File: config.mk
export PLATFORM = sky130hd
export DESIGN_NAME = stage_execute
export DESIGN_NICKNAME = d
export VERILOG_FILES = /design/src/rtl/asip_exec_pkg.sv /design/src/rtl/vector_lane_alu.sv /design/src/rtl/stage_execute.sv
export SDC_FILE = /design/constraint.sdc
export NUM_CORES = 2
export LEC_CHECK = 0
export CORE_MARGIN = 3
export CORE_UTILIZATION = 53
export CTS_CLUSTER_SIZE = 30
export DETAILED_ROUTE_END_ITERATION = 10
export PLACE_DENSITY_LB_ADDON = 0.15
export SETUP_SLACK_MARGIN = 0.2
export SLEW_MARGIN = 20
export SYNTH_ARGS = -nofsm -noshare
export SYNTH_HDL_FRONTEND = slang
export SYNTH_SLANG_ARGS = --single-unit
File: constraint.sdc
create_clock -name clk -period 6.8 [get_ports clk]
set_input_delay 1.36 -clock clk [delete_from_list [all_inputs] [get_ports clk]]
set_output_delay 1.36 -clock clk [all_outputs]
set_load 0.01 [all_outputs]
File: src/rtl/asip_exec_pkg.sv
// Shared types and helpers for the ASIP vector execute stage.
// Opcode and state encodings, default lane width, shift-amount width helper.
package asip_exec_pkg;

  typedef enum logic [2:0] {
    OP_ADD = 3'd0,
    OP_SUB = 3'd1,
    OP_AND = 3'd2,
    OP_OR  = 3'd3,
    OP_XOR = 3'd4,
    OP_SLL = 3'd5,
    OP_SRL = 3'd6,
    OP_MUL = 3'd7
  } alu_op_t;

  typedef enum logic {
    IDLE = 1'b0,
    MUL  = 1'b1
  } exec_state_t;

  localparam int unsigned REG_SIZE_DEFAULT = 16;

  function automatic int unsigned shamtWidth(input int unsigned width);
    return (width > 1) ? $clog2(width) : 1;
  endfunction

  localparam int unsigned SHAMT_W_DEFAULT = shamtWidth(REG_SIZE_DEFAULT);

endpackage

File: src/rtl/vector_lane_alu.sv
// Combinational single-lane ALU for ADD..SRL (MUL is handled by the stage).
// Build option ASIP_EXEC_SAT_EN: ADD/SUB saturate as signed two's complement.
module vector_lane_alu
  import asip_exec_pkg::*;
#(
  parameter int unsigned registerSize = REG_SIZE_DEFAULT
) (
  input  alu_op_t                 aluOp,
  input  logic [registerSize-1:0] a,
  input  logic [registerSize-1:0] b,
  output logic [registerSize-1:0] result
);

  localparam int unsigned SHW = shamtWidth(registerSize);

  logic [SHW-1:0]          shamt;
  logic [registerSize-1:0] addRes;
  logic [registerSize-1:0] subRes;

  assign shamt = b[SHW-1:0];

`ifdef ASIP_EXEC_SAT_EN
  logic [registerSize:0] addExt;
  logic [registerSize:0] subExt;

  // One guard bit: disagreement with the sign bit flags overflow and its direction.
  function automatic logic [registerSize-1:0] clampSigned(input logic [registerSize:0] v);
    if (v[registerSize] != v[registerSize-1])
      return v[registerSize] ? {1'b1, {(registerSize-1){1'b0}}}
                             : {1'b0, {(registerSize-1){1'b1}}};
    return v[registerSize-1:0];
  endfunction

  assign addExt = {a[registerSize-1], a} + {b[registerSize-1], b};
  assign subExt = {a[registerSize-1], a} - {b[registerSize-1], b};
  assign addRes = clampSigned(addExt);
  assign subRes = clampSigned(subExt);
`else
  assign addRes = a + b;
  assign subRes = a - b;
`endif

  always_comb begin
    result = '0;
    case (aluOp)
      OP_ADD:  result = addRes;
      OP_SUB:  result = subRes;
      OP_AND:  result = a & b;
      OP_OR:   result = a | b;
      OP_XOR:  result = a ^ b;
      OP_SLL:  result = a << shamt;
      OP_SRL:  result = a >> shamt;
      default: result = '0;
    endcase
  end

endmodule

File: src/rtl/stage_execute.sv
// Vector execute stage: single-cycle lane ops, lane-serial shared multiplier.
// Build option ASIP_EXEC_SAT_EN selects saturating ADD/SUB in the lane ALUs.
module stage_execute
  import asip_exec_pkg::*;
#(
  parameter int unsigned vecSize      = 4,
  parameter int unsigned registerSize = REG_SIZE_DEFAULT
) (
  input  logic                                   clk,
  input  logic                                   reset,
  input  logic                                   in_valid,
  input  logic [2:0]                             aluOp,
  input  logic [vecSize-1:0][registerSize-1:0]   operand1,
  input  logic [vecSize-1:0][registerSize-1:0]   operand2,
  input  logic [registerSize-1:0]                imm_in,
  input  logic                                   writeEnable_in,
  input  logic                                   writeMemFrom_in,
  input  logic [1:0]                             writeRegFrom_in,
  output logic                                   busy,
  output logic                                   out_valid,
  output logic [vecSize-1:0][registerSize-1:0]   aluResult,
  output logic [vecSize-1:0][registerSize-1:0]   alu_operand1,
  output logic [vecSize-1:0][registerSize-1:0]   alu_operand2,
  output logic [registerSize-1:0]                imm,
  output logic                                   writeEnable,
  output logic                                   writeMemFrom,
  output logic [1:0]                             writeRegFrom
);

  localparam int unsigned CW = (vecSize > 1) ? $clog2(vecSize) : 1;
  localparam logic [CW-1:0] LAST_LANE = CW'(vecSize - 1);

  exec_state_t state;
  alu_op_t     op;
  logic [CW-1:0] counter;

  logic [vecSize-1:0][registerSize-1:0] laneRes;
  logic [vecSize-1:0][registerSize-1:0] acc;
  logic [vecSize-1:0][registerSize-1:0] accNext;
  logic [vecSize-1:0][registerSize-1:0] holdOp1;
  logic [vecSize-1:0][registerSize-1:0] holdOp2;
  logic [registerSize-1:0]              holdImm;
  logic                                 holdWe;
  logic                                 holdWmf;
  logic [1:0]                           holdWrf;

  logic [registerSize-1:0] mulA;
  logic [registerSize-1:0] mulB;
  logic [registerSize-1:0] mulLow;

  assign op   = alu_op_t'(aluOp);
  assign busy = (state == MUL);

  for (genvar g = 0; g < vecSize; g++) begin : gLane
    vector_lane_alu #(.registerSize(registerSize)) uLaneAlu (
      .aluOp  (op),
      .a      (operand1[g]),
      .b      (operand2[g]),
      .result (laneRes[g])
    );
  end

  // Single multiplier shared by all lanes; the result is truncated to lane width.
  assign mulA   = holdOp1[counter];
  assign mulB   = holdOp2[counter];
  assign mulLow = mulA * mulB;

  // Final lane is merged combinationally so the outputs load on the same edge.
  always_comb begin
    accNext          = acc;
    accNext[counter] = mulLow;
  end

  always_ff @(posedge clk) begin
    if (reset) begin
      state        <= IDLE;
      counter      <= '0;
      acc          <= '0;
      holdOp1      <= '0;
      holdOp2      <= '0;
      holdImm      <= '0;
      holdWe       <= 1'b0;
      holdWmf      <= 1'b0;
      holdWrf      <= '0;
      out_valid    <= 1'b0;
      aluResult    <= '0;
      alu_operand1 <= '0;
      alu_operand2 <= '0;
      imm          <= '0;
      writeEnable  <= 1'b0;
      writeMemFrom <= 1'b0;
      writeRegFrom <= '0;
    end else begin
      out_valid   <= 1'b0;
      writeEnable <= 1'b0;
      case (state)
        IDLE: begin
          if (in_valid) begin
            if (op == OP_MUL) begin
              holdOp1 <= operand1;
              holdOp2 <= operand2;
              holdImm <= imm_in;
              holdWe  <= writeEnable_in;
              holdWmf <= writeMemFrom_in;
              holdWrf <= writeRegFrom_in;
              counter <= '0;
              state   <= MUL;
            end else begin
              aluResult    <= laneRes;
              alu_operand1 <= operand1;
              alu_operand2 <= operand2;
              imm          <= imm_in;
              writeEnable  <= writeEnable_in;
              writeMemFrom <= writeMemFrom_in;
              writeRegFrom <= writeRegFrom_in;
              out_valid    <= 1'b1;
            end
          end
        end
        MUL: begin
          acc     <= accNext;
          counter <= counter + CW'(1);
          if (counter == LAST_LANE) begin
            aluResult    <= accNext;
            alu_operand1 <= holdOp1;
            alu_operand2 <= holdOp2;
            imm          <= holdImm;
            writeEnable  <= holdWe;
            writeMemFrom <= holdWmf;
            writeRegFrom <= holdWrf;
            out_valid    <= 1'b1;
            counter      <= '0;
            state        <= IDLE;
          end
        end
        default: state <= IDLE;
      endcase
    end
  end

endmodule

==> flow_summary.yaml <==
die:
  die_y_um: 256
  pin_count: 368
  die_w_um: 256
  core_area_um2: 61000
  start_util_pct: 54.2
  die-area_um2: 65400
  rows: 90
clock_tree:
  worstSkewPairLatency_ns: 0.63
  cts_tree: "built"
  cts.clk_slew.worst_paths_ns: 0.06
  cts_max_level: 2
  clockRootBuffer: "clkbuf_16"
  cts_made_buffers: 46
  cts_sinks: 412
  clk_path_buf_depth: 3
routing:
  wl_met3_um: 16600
  wl_met1_um: 55700
  drtAntennaViolNets: 0
  first_iter_violations: 4503
  routed-via-count: 33789
  route.detailed.drc: 0
  dr.pass1.iters: 6
  routed.top_layer: "met5"
  drt-vias-per-instance: 6.33
  routedWlPerCell_um: 26.5
  met2_length_um: 60000
  drt-total-wl_um: 141000
job:
  cap_viol_max_count: 0
timing:
  hold_violations: 0
  maxSlewHeadroom_pct: 13.4
  max_freq_mhz: 152
  max_slew.worst_pin.slew_ns: 1.29
  min_period_ns: 6.58
  finalSetupViolCount: 0
  post-route-period-util_pct: 96.7
  final_max_slew_viol_count: 0
  fin_skew_ns: 0.0429
  rsz0062_at_grt: "yes"
global_routing:
  grt_pass1_wl_um: 204000
  antenna_found_initial: 8
  track_usage_pct: 41.1
  grt_pass1_vias: 31066
  grt_overflow: 0
  grt_max_degree: 221
setup_path:
  worstPathMaxFanout: 7
  worstPathRequired_ns: 7.24
  max_stage_delay_ns: 0.65
  cpMaxStageDelayCell: "mux4_2"
  arrival_ns: 7.02
  r2r-start: "counter[0]"
  start_kind: "flop"
  reg2reg_depth: 25
  path_common_cell: "fa_1"
  r2r_slack_ns: 0.22
  timing.rr.end: "acc[15]"
  worst_setup_path_end_kind: "flop"
  path_class: "reg2reg"
yosys:
  syn_avg_cell_area_um2: 7.86
  syn_area_um2: 33100
  synth_edf_count: 0
  postSynthCellCount: 4204
  synth.net_count: 4691
  yosysSeqAreaShare_pct: 25.0
  ys_types: 75
  synthFlopType: "dfxtp_1"
  ys_warn_count: 0
  async_flop_share_pct: 0
  synth_seq_cells: 412
cells_and_area:
  area_delta_synth_final_pct: 20.3
  multi_input_area_um2: 22800
  final_area_um2: 39700
  drive_above_1_share_pct: 8.82
  final_net_count: 4952
  fillers: 5386
  seq_area_um2: 8260
hold_path:
  min_to: "holdImm[5]"
  min_from: "holdImm[5]"
  min_path_type: "reg2reg"
  min_path_cells: 2
power:
  p_total_mw: 7.51
  vdd_drop_max_v: 0.000181
  powerDensity_nw_per_um2: 189
  p_leak_nw: 15.7
placed_design:
  port_buffers: 367
  placed_cell_area_um2: 37600
  dpl.hpwl_um: 107000
  routabilityCongestion: 1.09
run_status:
  status: "complete, no violations"
[routing by layer]
layer / global-route usage, % / up-vias
li1: - / 15283
met1: 55.3 / 16045
met2: 60.7 / 2084
met3: 10.7 / 373
met4: 21.1 / 4
met5: 0 / -
[synthesized netlist by cell type (all sizes together) (11+ instances only)]
library cell / instances / share of area (%)
o31ai: 12 / 0.27
fa: 84 / 5.1
nor3: 87 / 1.3
ha: 249 / 9.4
a221oi: 59 / 1.6
a211oi: 195 / 4.5
o21ai: 140 / 2.1
nand2: 562 / 6.4
dfxtp: 412 / 25
clkbuf: 288 / 3.3
a21o: 21 / 0.48
a211o: 11 / 0.29
mux4: 51 / 3.5
nor2: 476 / 5.4
a21oi: 348 / 5.3
o22ai: 66 / 1.2
nand2b: 25 / 0.47
buf: 27 / 0.46
o211ai: 33 / 0.75
mux2i: 217 / 6.6
and2: 80 / 1.5
a31oi: 30 / 0.57
o221ai: 19 / 0.50
o21bai: 12 / 0.27
or3: 11 / 0.21
inv: 264 / 3.0
mux2: 45 / 1.5
nand3: 38 / 0.58
xor2: 32 / 0.85
xnor2: 118 / 3.1
a22oi: 66 / 1.5
[cell type report]
cell class | count | area share, %
multi-input combinational | 3208 | 57.3
sequential | 412 | 20.8
timing repair buffer | 528 | 12.7
clock buffer | 63 | 3.28
tap | 828 | 2.61
inverter | 269 | 2.54
clock inverter | 22 | 0.796
antenna | 5 | 0.0315
[kinds of logic after synthesis]
group / synth area share [%]
flip-flops: 25.0
multiplexers: 11.6
AO/OA/AOI/OAI: 21.2
XOR/XNOR: 4.07
buffers and inverters: 6.79
AND/OR/NAND/NOR: 16.9
adder cells (fa/ha/maj): 14.5
[repair_timing]
action / 4_1_cts / 5_1_grt
gates cloned: 1 / 0
setup endpoints to repair: 17 / 26
buffers inserted: 20 / 17
pin swaps: 10 / 28
endpoints found under the hold margin: 0 / 0
hold buffers: 0 / 0
resized for setup: 10 / 38
[where the power goes]
group | internal [mW] | switching [mW] | leakage, nW | total [mW]
Clock | 1.56 | 1.13 | 0.790 | 2.68
Combinational | 0.853 | 1.33 | 11.5 | 2.19
Sequential | 2.55 | 0.0968 | 3.37 | 2.64
[cell usage in the layout, fill, tap and decap left out, types with 11 or more instances in the layout]
cell type        instances
inv_1                  259
buf_4                  143
a21oi_1                347
dfxtp_1                410
a211o_1                 11
and2_1                  73
xnor2_1                115
o22ai_1                 66
o21ai_0                138
fa_1                    83
nor3_1                  83
mux2i_1                217
o221ai_1                19
clkbuf_16               46
nand2_1                558
a31oi_1                 29
a211oi_1               192
o31ai_1                 12
clkdlybuf4s50_1        361
ha_1                   245
a21o_1                  21
nand3_1                 37
nor2_1                 472
xor2_1                  31
a22oi_1                 66
o21bai_1                12
a221oi_1                57
or3_1                   11
mux4_2                  50
mux2_2                  43
o211ai_1                33
nand2b_1                25
[per-stage QoR]
| stage | util (%) | worst slack [ns] | hold WS [ns] | instances | TNS (ns) |
|---|---|---|---|---|---|
| floorplan | - | 0.210 | 0.434 | 4204 | 0 |
| global placement | 61.6 | 0.0395 | 0.439 | 5207 | 0 |
| detailed placement | 61.6 | -0.0557 | 0.446 | 5207 | -0.0557 |
| CTS | 64.7 | 0.211 | 0.454 | 5313 | 0 |
| global route | 65.1 | -0.0986 | 0.473 | 5333 | -0.205 |
| finish | 65.1 | 0.222 | 0.453 | 5335 | 0 |
[sequential cells by signal, summed over array words and instances, names as in the netlist, 2 cells and up]
name,count
acc,48
aluResult,64
alu_operand1,64
alu_operand2,64
counter,2
holdImm,16
holdOp1,64
holdOp2,64
holdWrf,2
imm,16
writeRegFrom,2
[worst max path at each step]
stage | to | from | depth (start not counted)
floorplan | aluResult[15] | counter[0] | 26
global placement | aluResult[15] | counter[0] | 23
detailed placement | aluResult[15] | counter[0] | 23
CTS | aluResult[15] | counter[0] | 24
global route | aluResult[15] | counter[0] | 24
finish | acc[15] | counter[0] | 25
[worst max-delay path, delay by kind of cell (launching register included)]
| family | cells | cell delay, ns |
|---|---|---|
| adder cells (fa/ha/maj) | 7 | 3.20 |
| multiplexers | 2 | 0.92 |
| AO/OA/AOI/OAI | 5 | 0.76 |
| buffers and inverters | 7 | 0.61 |
| AND/OR/NAND/NOR | 3 | 0.42 |
| flip-flops | 1 | 0.41 |
| XOR/XNOR | 1 | 0.08 |
Note: power is estimated with default switching activity, not from simulation.
